### config.mk
export PLATFORM = sky130hd
export DESIGN_NAME = sram_arbiter
export DESIGN_NICKNAME = d
export VERILOG_FILES = /design/src/rtl/sram_arb_pkg.sv /design/src/rtl/sram_arb_grant.sv /design/src/rtl/sram_arbiter.sv
export SDC_FILE = /design/constraint.sdc
export NUM_CORES = 1
export LEC_CHECK = 0
export CORE_UTILIZATION = 48
export CTS_CLUSTER_SIZE = 24
export DETAILED_ROUTE_END_ITERATION = 6
export HOLD_SLACK_MARGIN = 0.02
export PLACE_DENSITY_LB_ADDON = 0.12
export SETUP_SLACK_MARGIN = 0.3
export SLEW_MARGIN = 30
export SYNTH_ARGS = -nofsm -noshare
export SYNTH_HDL_FRONTEND = slang
export SYNTH_SLANG_ARGS = --single-unit
### constraint.sdc
create_clock -name clk -period 7.7 [get_ports clk]
set_clock_uncertainty 0.15 [all_clocks]
set_input_delay 0.77 -clock clk [delete_from_list [all_inputs] [get_ports clk]]
set_output_delay 0.77 -clock clk [all_outputs]
set_load 0.02 [all_outputs]
### src/rtl/sram_arb_pkg.sv
// Shared types and SRAM idle-strobe constants for the sram_arbiter block.
package sram_arb_pkg;

  typedef enum logic [1:0] {
    IDLE = 2'd0,
    LO   = 2'd1,
    HI   = 2'd2
  } sram_state_t;

  typedef enum logic {
    GNT_IBUS = 1'b0,
    GNT_DBUS = 1'b1
  } grant_t;

  localparam logic       SRAM_CE_N_IDLE  = 1'b1;
  localparam logic       SRAM_OE_N_IDLE  = 1'b1;
  localparam logic       SRAM_WE_N_IDLE  = 1'b1;
  localparam logic [1:0] SRAM_BE_N_IDLE  = 2'b11;
  localparam logic       SRAM_DQ_OE_IDLE = 1'b0;

endpackage

### src/rtl/sram_arb_grant.sv
// Grant logic for the two bus ports; SRAM_ARB_ROUND_ROBIN_EN selects round-robin
// (with a last_grant register) instead of fixed dbus-over-ibus priority.
module sram_arb_grant
  import sram_arb_pkg::*;
(
  input  logic i_clk,
  input  logic i_rst,
  input  logic i_idle,
  input  logic i_ibus_req,
  input  logic i_dbus_req,
  output logic o_gnt_ibus,
  output logic o_gnt_dbus
);

  grant_t w_gnt;

`ifdef SRAM_ARB_ROUND_ROBIN_EN
  grant_t r_last_grant;

  always_comb begin
    w_gnt = GNT_IBUS;
    if (i_ibus_req && i_dbus_req) begin
      w_gnt = (r_last_grant == GNT_IBUS) ? GNT_DBUS : GNT_IBUS;
    end else if (i_dbus_req) begin
      w_gnt = GNT_DBUS;
    end
  end

  // Only a real accept (idle with a request pending) moves the fairness pointer.
  always_ff @(posedge i_clk or posedge i_rst) begin
    if (i_rst) begin
      r_last_grant <= GNT_IBUS;
    end else if (i_idle && (i_ibus_req || i_dbus_req)) begin
      r_last_grant <= w_gnt;
    end
  end
`else
  logic w_unused_clk_rst;
  assign w_unused_clk_rst = i_clk ^ i_rst;

  always_comb begin
    w_gnt = i_dbus_req ? GNT_DBUS : GNT_IBUS;
  end
`endif

  assign o_gnt_dbus = i_idle && i_dbus_req && (w_gnt == GNT_DBUS);
  assign o_gnt_ibus = i_idle && i_ibus_req && (w_gnt == GNT_IBUS);

endmodule

### src/rtl/sram_arbiter.sv
// Shares a 16-bit async SRAM between ibus (read-only) and dbus (read/write), two phases per word.
// Define SRAM_ARB_ROUND_ROBIN_EN for round-robin arbitration instead of dbus priority.
module sram_arbiter
  import sram_arb_pkg::*;
#(
  parameter int unsigned SRAM_AW   = 18,
  parameter int unsigned PH_CYCLES = 2
) (
  input  logic               clk,
  input  logic               rst,
  input  logic               ibus_req,
  input  logic [SRAM_AW:0]   ibus_addr,
  output logic               ibus_ready,
  output logic               ibus_rvalid,
  output logic [31:0]        ibus_rdata,
  input  logic               dbus_req,
  input  logic               dbus_we,
  input  logic [3:0]         dbus_be,
  input  logic [SRAM_AW:0]   dbus_addr,
  input  logic [31:0]        dbus_wdata,
  output logic               dbus_ready,
  output logic               dbus_rvalid,
  output logic [31:0]        dbus_rdata,
  output logic               sram_ce_n,
  output logic               sram_oe_n,
  output logic               sram_we_n,
  output logic [1:0]         sram_be_n,
  output logic [SRAM_AW-1:0] sram_addr,
  output logic [15:0]        sram_dq_out,
  output logic               sram_dq_oe,
  input  logic [15:0]        sram_dq_in
);

  localparam int unsigned   CW       = $clog2(PH_CYCLES);
  localparam logic [CW-1:0] LAST_CNT = CW'(PH_CYCLES - 1);

  sram_state_t        r_state, w_state_d;
  logic [CW-1:0]      r_cnt, w_cnt_d;
  logic [SRAM_AW-2:0] r_waddr, w_waddr_d;
  logic               r_we, w_we_d;
  logic [3:0]         r_be, w_be_d;
  logic [31:0]        r_wdata, w_wdata_d;
  grant_t             r_port, w_port_d;
  logic               w_gnt_ibus, w_gnt_dbus, w_last, w_hi;

  logic               r_ce_n, r_oe_n, r_we_n, r_dq_oe;
  logic               w_ce_n_d, w_oe_n_d, w_we_n_d, w_dq_oe_d;
  logic [1:0]         r_be_n, w_be_n_d;
  logic [SRAM_AW-1:0] r_addr, w_addr_d;
  logic [15:0]        r_dq_out, w_dq_out_d, r_lo;
  logic               r_ibus_rvalid, r_dbus_rvalid;
  logic [31:0]        r_ibus_rdata, r_dbus_rdata;

  logic w_unused_addr;
  assign w_unused_addr = ^{ibus_addr[1:0], dbus_addr[1:0]};

  sram_arb_grant u_grant (
    .i_clk      (clk),
    .i_rst      (rst),
    .i_idle     (r_state == IDLE),
    .i_ibus_req (ibus_req),
    .i_dbus_req (dbus_req),
    .o_gnt_ibus (w_gnt_ibus),
    .o_gnt_dbus (w_gnt_dbus)
  );

  assign ibus_ready = w_gnt_ibus;
  assign dbus_ready = w_gnt_dbus;
  assign w_last     = (r_cnt == LAST_CNT);

  always_comb begin
    w_state_d = r_state;
    w_cnt_d   = r_cnt;
    w_waddr_d = r_waddr;
    w_we_d    = r_we;
    w_be_d    = r_be;
    w_wdata_d = r_wdata;
    w_port_d  = r_port;
    unique case (r_state)
      IDLE: begin
        if (w_gnt_dbus || w_gnt_ibus) begin
          if (w_gnt_dbus) begin
            w_waddr_d = dbus_addr[SRAM_AW:2];
            w_we_d    = dbus_we;
            w_be_d    = dbus_be;
            w_wdata_d = dbus_wdata;
            w_port_d  = GNT_DBUS;
          end else begin
            w_waddr_d = ibus_addr[SRAM_AW:2];
            w_we_d    = 1'b0;
            w_be_d    = 4'hf;
            w_port_d  = GNT_IBUS;
          end
          w_cnt_d = '0;
          // Writes skip halves with no enabled bytes; an all-zero write never leaves IDLE.
          if (!w_we_d || (w_be_d[1:0] != 2'b00)) begin
            w_state_d = LO;
          end else if (w_be_d[3:2] != 2'b00) begin
            w_state_d = HI;
          end
        end
      end
      LO: begin
        if (w_last) begin
          w_cnt_d   = '0;
          w_state_d = (!r_we || (r_be[3:2] != 2'b00)) ? HI : IDLE;
        end else begin
          w_cnt_d = r_cnt + CW'(1);
        end
      end
      HI: begin
        if (w_last) begin
          w_cnt_d   = '0;
          w_state_d = IDLE;
        end else begin
          w_cnt_d = r_cnt + CW'(1);
        end
      end
      default: w_state_d = IDLE;
    endcase
  end

  // Pin values for the next cycle, so every SRAM output comes straight from a flop.
  always_comb begin
    w_ce_n_d   = SRAM_CE_N_IDLE;
    w_oe_n_d   = SRAM_OE_N_IDLE;
    w_we_n_d   = SRAM_WE_N_IDLE;
    w_be_n_d   = SRAM_BE_N_IDLE;
    w_dq_oe_d  = SRAM_DQ_OE_IDLE;
    w_addr_d   = r_addr;
    w_dq_out_d = r_dq_out;
    w_hi       = (w_state_d == HI);
    if (w_state_d != IDLE) begin
      w_ce_n_d = 1'b0;
      w_addr_d = {w_waddr_d, w_hi};
      if (w_we_d) begin
        w_dq_oe_d  = 1'b1;
        w_we_n_d   = (w_cnt_d == LAST_CNT);
        w_be_n_d   = w_hi ? ~w_be_d[3:2] : ~w_be_d[1:0];
        w_dq_out_d = w_hi ? w_wdata_d[31:16] : w_wdata_d[15:0];
      end else begin
        w_oe_n_d = 1'b0;
        w_be_n_d = 2'b00;
      end
    end
  end

  always_ff @(posedge clk or posedge rst) begin
    if (rst) begin
      r_state  <= IDLE;
      r_cnt    <= '0;
      r_waddr  <= '0;
      r_we     <= 1'b0;
      r_be     <= '0;
      r_wdata  <= '0;
      r_port   <= GNT_IBUS;
      r_ce_n   <= SRAM_CE_N_IDLE;
      r_oe_n   <= SRAM_OE_N_IDLE;
      r_we_n   <= SRAM_WE_N_IDLE;
      r_be_n   <= SRAM_BE_N_IDLE;
      r_dq_oe  <= SRAM_DQ_OE_IDLE;
      r_addr   <= '0;
      r_dq_out <= '0;
    end else begin
      r_state  <= w_state_d;
      r_cnt    <= w_cnt_d;
      r_waddr  <= w_waddr_d;
      r_we     <= w_we_d;
      r_be     <= w_be_d;
      r_wdata  <= w_wdata_d;
      r_port   <= w_port_d;
      r_ce_n   <= w_ce_n_d;
      r_oe_n   <= w_oe_n_d;
      r_we_n   <= w_we_n_d;
      r_be_n   <= w_be_n_d;
      r_dq_oe  <= w_dq_oe_d;
      r_addr   <= w_addr_d;
      r_dq_out <= w_dq_out_d;
    end
  end

  always_ff @(posedge clk or posedge rst) begin
    if (rst) begin
      r_lo          <= '0;
      r_ibus_rvalid <= 1'b0;
      r_dbus_rvalid <= 1'b0;
      r_ibus_rdata  <= '0;
      r_dbus_rdata  <= '0;
    end else begin
      r_ibus_rvalid <= 1'b0;
      r_dbus_rvalid <= 1'b0;
      if ((r_state == LO) && w_last && !r_we) begin
        r_lo <= sram_dq_in;
      end
      if ((r_state == HI) && w_last && !r_we) begin
        if (r_port == GNT_DBUS) begin
          r_dbus_rvalid <= 1'b1;
          r_dbus_rdata  <= {sram_dq_in, r_lo};
        end else begin
          r_ibus_rvalid <= 1'b1;
          r_ibus_rdata  <= {sram_dq_in, r_lo};
        end
      end
    end
  end

  assign sram_ce_n   = r_ce_n;
  assign sram_oe_n   = r_oe_n;
  assign sram_we_n   = r_we_n;
  assign sram_be_n   = r_be_n;
  assign sram_addr   = r_addr;
  assign sram_dq_out = r_dq_out;
  assign sram_dq_oe  = r_dq_oe;
  assign ibus_rvalid = r_ibus_rvalid;
  assign ibus_rdata  = r_ibus_rdata;
  assign dbus_rvalid = r_dbus_rvalid;
  assign dbus_rdata  = r_dbus_rdata;

endmodule
==> summary.txt <==
Timing
  – Setup_tns: 0 ns
  – Headroom to the max-slew limit: 42.4%
  – Max-slew violation count: 0
  – Total count of hold-check failures in the final report: 0
  – Actual slew at the worst max-slew pin: 0.864 ns
  – F_max: around 0.28 GHz
  – Setup repair after global routing missed its margin: no
  – Post-route minimum period: 3.63 ns
  – Worst path setup slack after routing: ~4.1 ns
  – Post-route fraction of the period consumed by the critical path: between 40% and 50%
  – Final hold slack: roughly 0.33 ns
  – Total setup violations reported at the end of the flow: 0

Yosys
  – Mapped Nets: between 600 and 700
  – Avg Cell Area, Syn: ~13 sq um
  – Area fraction of the dominant cell type after synthesis: around three fifths
  – Share of synthesized flip-flops with an asynchronous set or reset: 100%
  – Ranking of synthesized cells by area: dfrtp_1, mux2_2, mux2i_1
  – Fraction of the yosys area taken by sequential cells: around 63%
  – Syn Inst Count: 556
  – Post-synthesis register bit count: 180
  – Ys flop type: dfrtp_1
  – Post-synthesis instance area: 0.00718 sq mm
  – Post-synth EDFFs: 0
  – Leading area contributor after synthesis: dfrtp_1
  – Post-synthesis cell type count: 34
  – Warnings, synthesis: 0

Worst setup path
  – CP Data Arrival Time: 2.71 ns
  – Nature of the critical path startpoint: primary input
  – Type of the worst setup path: primary input to output pin
  – Worst-path maximum fanout: 54
  – Critical path endpoint category: output pin
  – Critical Path RT: 6.78 ns

Clock network
  – CTS Hold Buffers Added: 0
  – Clock sink count: 180
  – CTS max path bufs: 2
  – Count of cells resized by post-cts repair: 0
  – CTS tree: done
  – Worst skew pair latency: approximately 0.41 ns
  – Number of buffers added by the clock tree synthesis step: 17
  – Post-CTS Setup Repair Bufs: 0
  – Clock root buffer: clkbuf_16
  – H-tree depth: 4
  – Clock-pin transition on the worst setup and hold timing paths: roughly 0.060 ns

Detailed routing
  – Detailed-route DRC error count: 0
  – ANT nets after route: 0
  – Initial drt markers: 217
  – Average wire per standard cell: 15.8 um
  – Overall routed net length: ~15000 um
  – Routed vias: 4758
  – First-pass iteration count of the detailed router: 4
  – Ratio of routed vias to standard cells: roughly 5.0

Global route
  – Pin count of the biggest net entering global routing: 100
  – Global-route congestion overflow total: 0
  – Total track usage: between 20% and 30%
  – First-pass GRT wire length: 25400 um
  – Number of global-route vias before repair: 5061
  – Initial antenna violation count: 0

Die
  – Die Outline Area: 0.0154 sq mm
  – Number of top-level pins: just over 200
  – Row Count: 44
  – Initial Util: 49.4%
  – Die Ht: ~120 um
  – Standard cell core area: 0.0145 sq mm
  – Die width: roughly 120 um

Layout
  – Number of fillers in the final layout: approximately 1100
  – Net count, final: 852
  – Antenna diode count: 0
  – Layout-stage area growth over the synthesis result: 38.3%
  – Layout cells sized above 1: 19.7%

Pwr
  – Worst ir drop on vdd: 0.000233 V
  – Standby leakage power: 0.00462 uW
  – Power per cell area: 437 mW/mm^2

Place
  – Gpl congestion: slightly below 0.8
  – Detailed-placement wirelength estimate: 10200 um
  – Post-place setup slack: 3.69 ns
  – Quantity of I/O buffers inserted on ports: 198

Job
  – # Max-Cap Violations: 0

Run status
  – Status: finished, final reports clean

Min path
  – HP Class: register to register
worst max-delay path: stages:
cell,delay [ns]
clkdlybuf4s50_1,0.53
nand2_2,0.13
buf_4,0.60
inv_1,0.09
clkdlybuf4s50_1,0.56
synthesized netlist by cell type (2+ instances only):
cell type    n
clkbuf_1    15
a21oi_1      2
and3_1       2
mux2i_1     49
o21ai_0     19
buf_6        2
mux2_2      98
o22a_1       3
nand2_1    122
buf_1        3
a21o_1       3
dfrtp_1    175
ha_1         4
nor2_1      11
inv_1       21
buf_2        5
dfstp_2      5
worst paths after layout:
kind | to | cells past startpoint | from | slack (ns)
max | dbus_ready | 5 | dbus_req | 4.07
min | dbus_rdata[11]$_DFFE_PP0P_ | 2 | dbus_rdata[11]$_DFFE_PP0P_ | 0.33
max reg2reg | sram_dq_out[15]$_DFFE_PP0P_ | 9 | r_state[0]$_DFF_PP0_ | 4.51
min reg2reg | dbus_rdata[11]$_DFFE_PP0P_ | 2 | dbus_rdata[11]$_DFFE_PP0P_ | 0.33
max in group asynchronous | ibus_rdata[9]$_DFFE_PP0P_ | 3 | rst | 5.37
min in group asynchronous | dbus_rdata[12]$_DFFE_PP0P_ | 2 | rst | 0.76
area by class of cell:
class                      instances  area (sq um)  share of cell area [%]
sequential                       180          4510                    45.4
clock inverter                    11           128                    1.29
multi-input combinational        329          2470                    24.9
timing repair buffer             204          2040                    20.5
tap                              184           230                    2.32
inverter                          21          83.8                   0.845
clock buffer                      21           460                    4.64
stage by stage:
stage	util, %	instances	power [uW]	cell area, sq um
5_1_grt	68.3	950	4610	9930
2_1_floorplan	-	556	2750	7180
4_1_cts	68.2	949	4390	9910
6_report	68.3	950	4330	9930
3_3_place_gp	64.1	917	3450	9320
3_5_place_dp	64.1	917	3520	9320
routing by layer:
| metal | track usage [%] | wire (um) | vias up |
|---|---|---|---|
| met5 | 0 | 0 | - |
| met4 | 5.88 | 191 | 0 |
| met3 | 7.65 | 1000 | 14 |
| met2 | 34.3 | 7390 | 132 |
| met1 | 25.3 | 6430 | 2358 |
| li1 | - | - | 2254 |
report_power, final:
part	internal, uW	leakage, uW	total (uW)	switching [uW]
registers	1410	0.00218	1620	210
logic	949	0.00217	1870	918
clock network	496	0.000268	849	353
logic make-up (layout without fill, tap and decap cells):
family	count (synthesis)	in the layout	share of synthesized area (%)
AOI/OAI and AO/OA	34	34	3.28
and+or+nand+nor	143	143	7.93
DFF	180	180	62.9
adders and majority gates	4	4	0.697
buffers and inverters	47	257	2.81
muxes	148	148	22.4
placed cells by master, fill, tap and decap left out, types with 3 or more instances in the layout:
master	count
clkdlybuf4s50_1	198
dfrtp_1	175
nand2_1	121
mux2_2	98
mux2i_1	49
inv_1	19
o21ai_0	19
clkbuf_16	17
nor2_1	10
clkinvlp_4	6
dfstp_2	5
ha_1	4
buf_4	4
o22a_1	3
state kept, by name (all words and copies together), names as in the netlist:
name and flops:
sram_dq_oe 1, sram_oe_n 1, r_be 4, sram_ce_n 1, dbus_rvalid 1, r_we 1, r_wdata 32, ibus_rdata 32
r_lo 16, r_state 2, r_port 1, r_cnt 1, sram_dq_out 16, sram_we_n 1, sram_addr 18, ibus_rvalid 1
r_waddr 17, sram_be_n 2, dbus_rdata 32
No activity file was read; power rests on OpenSTA's default activity.
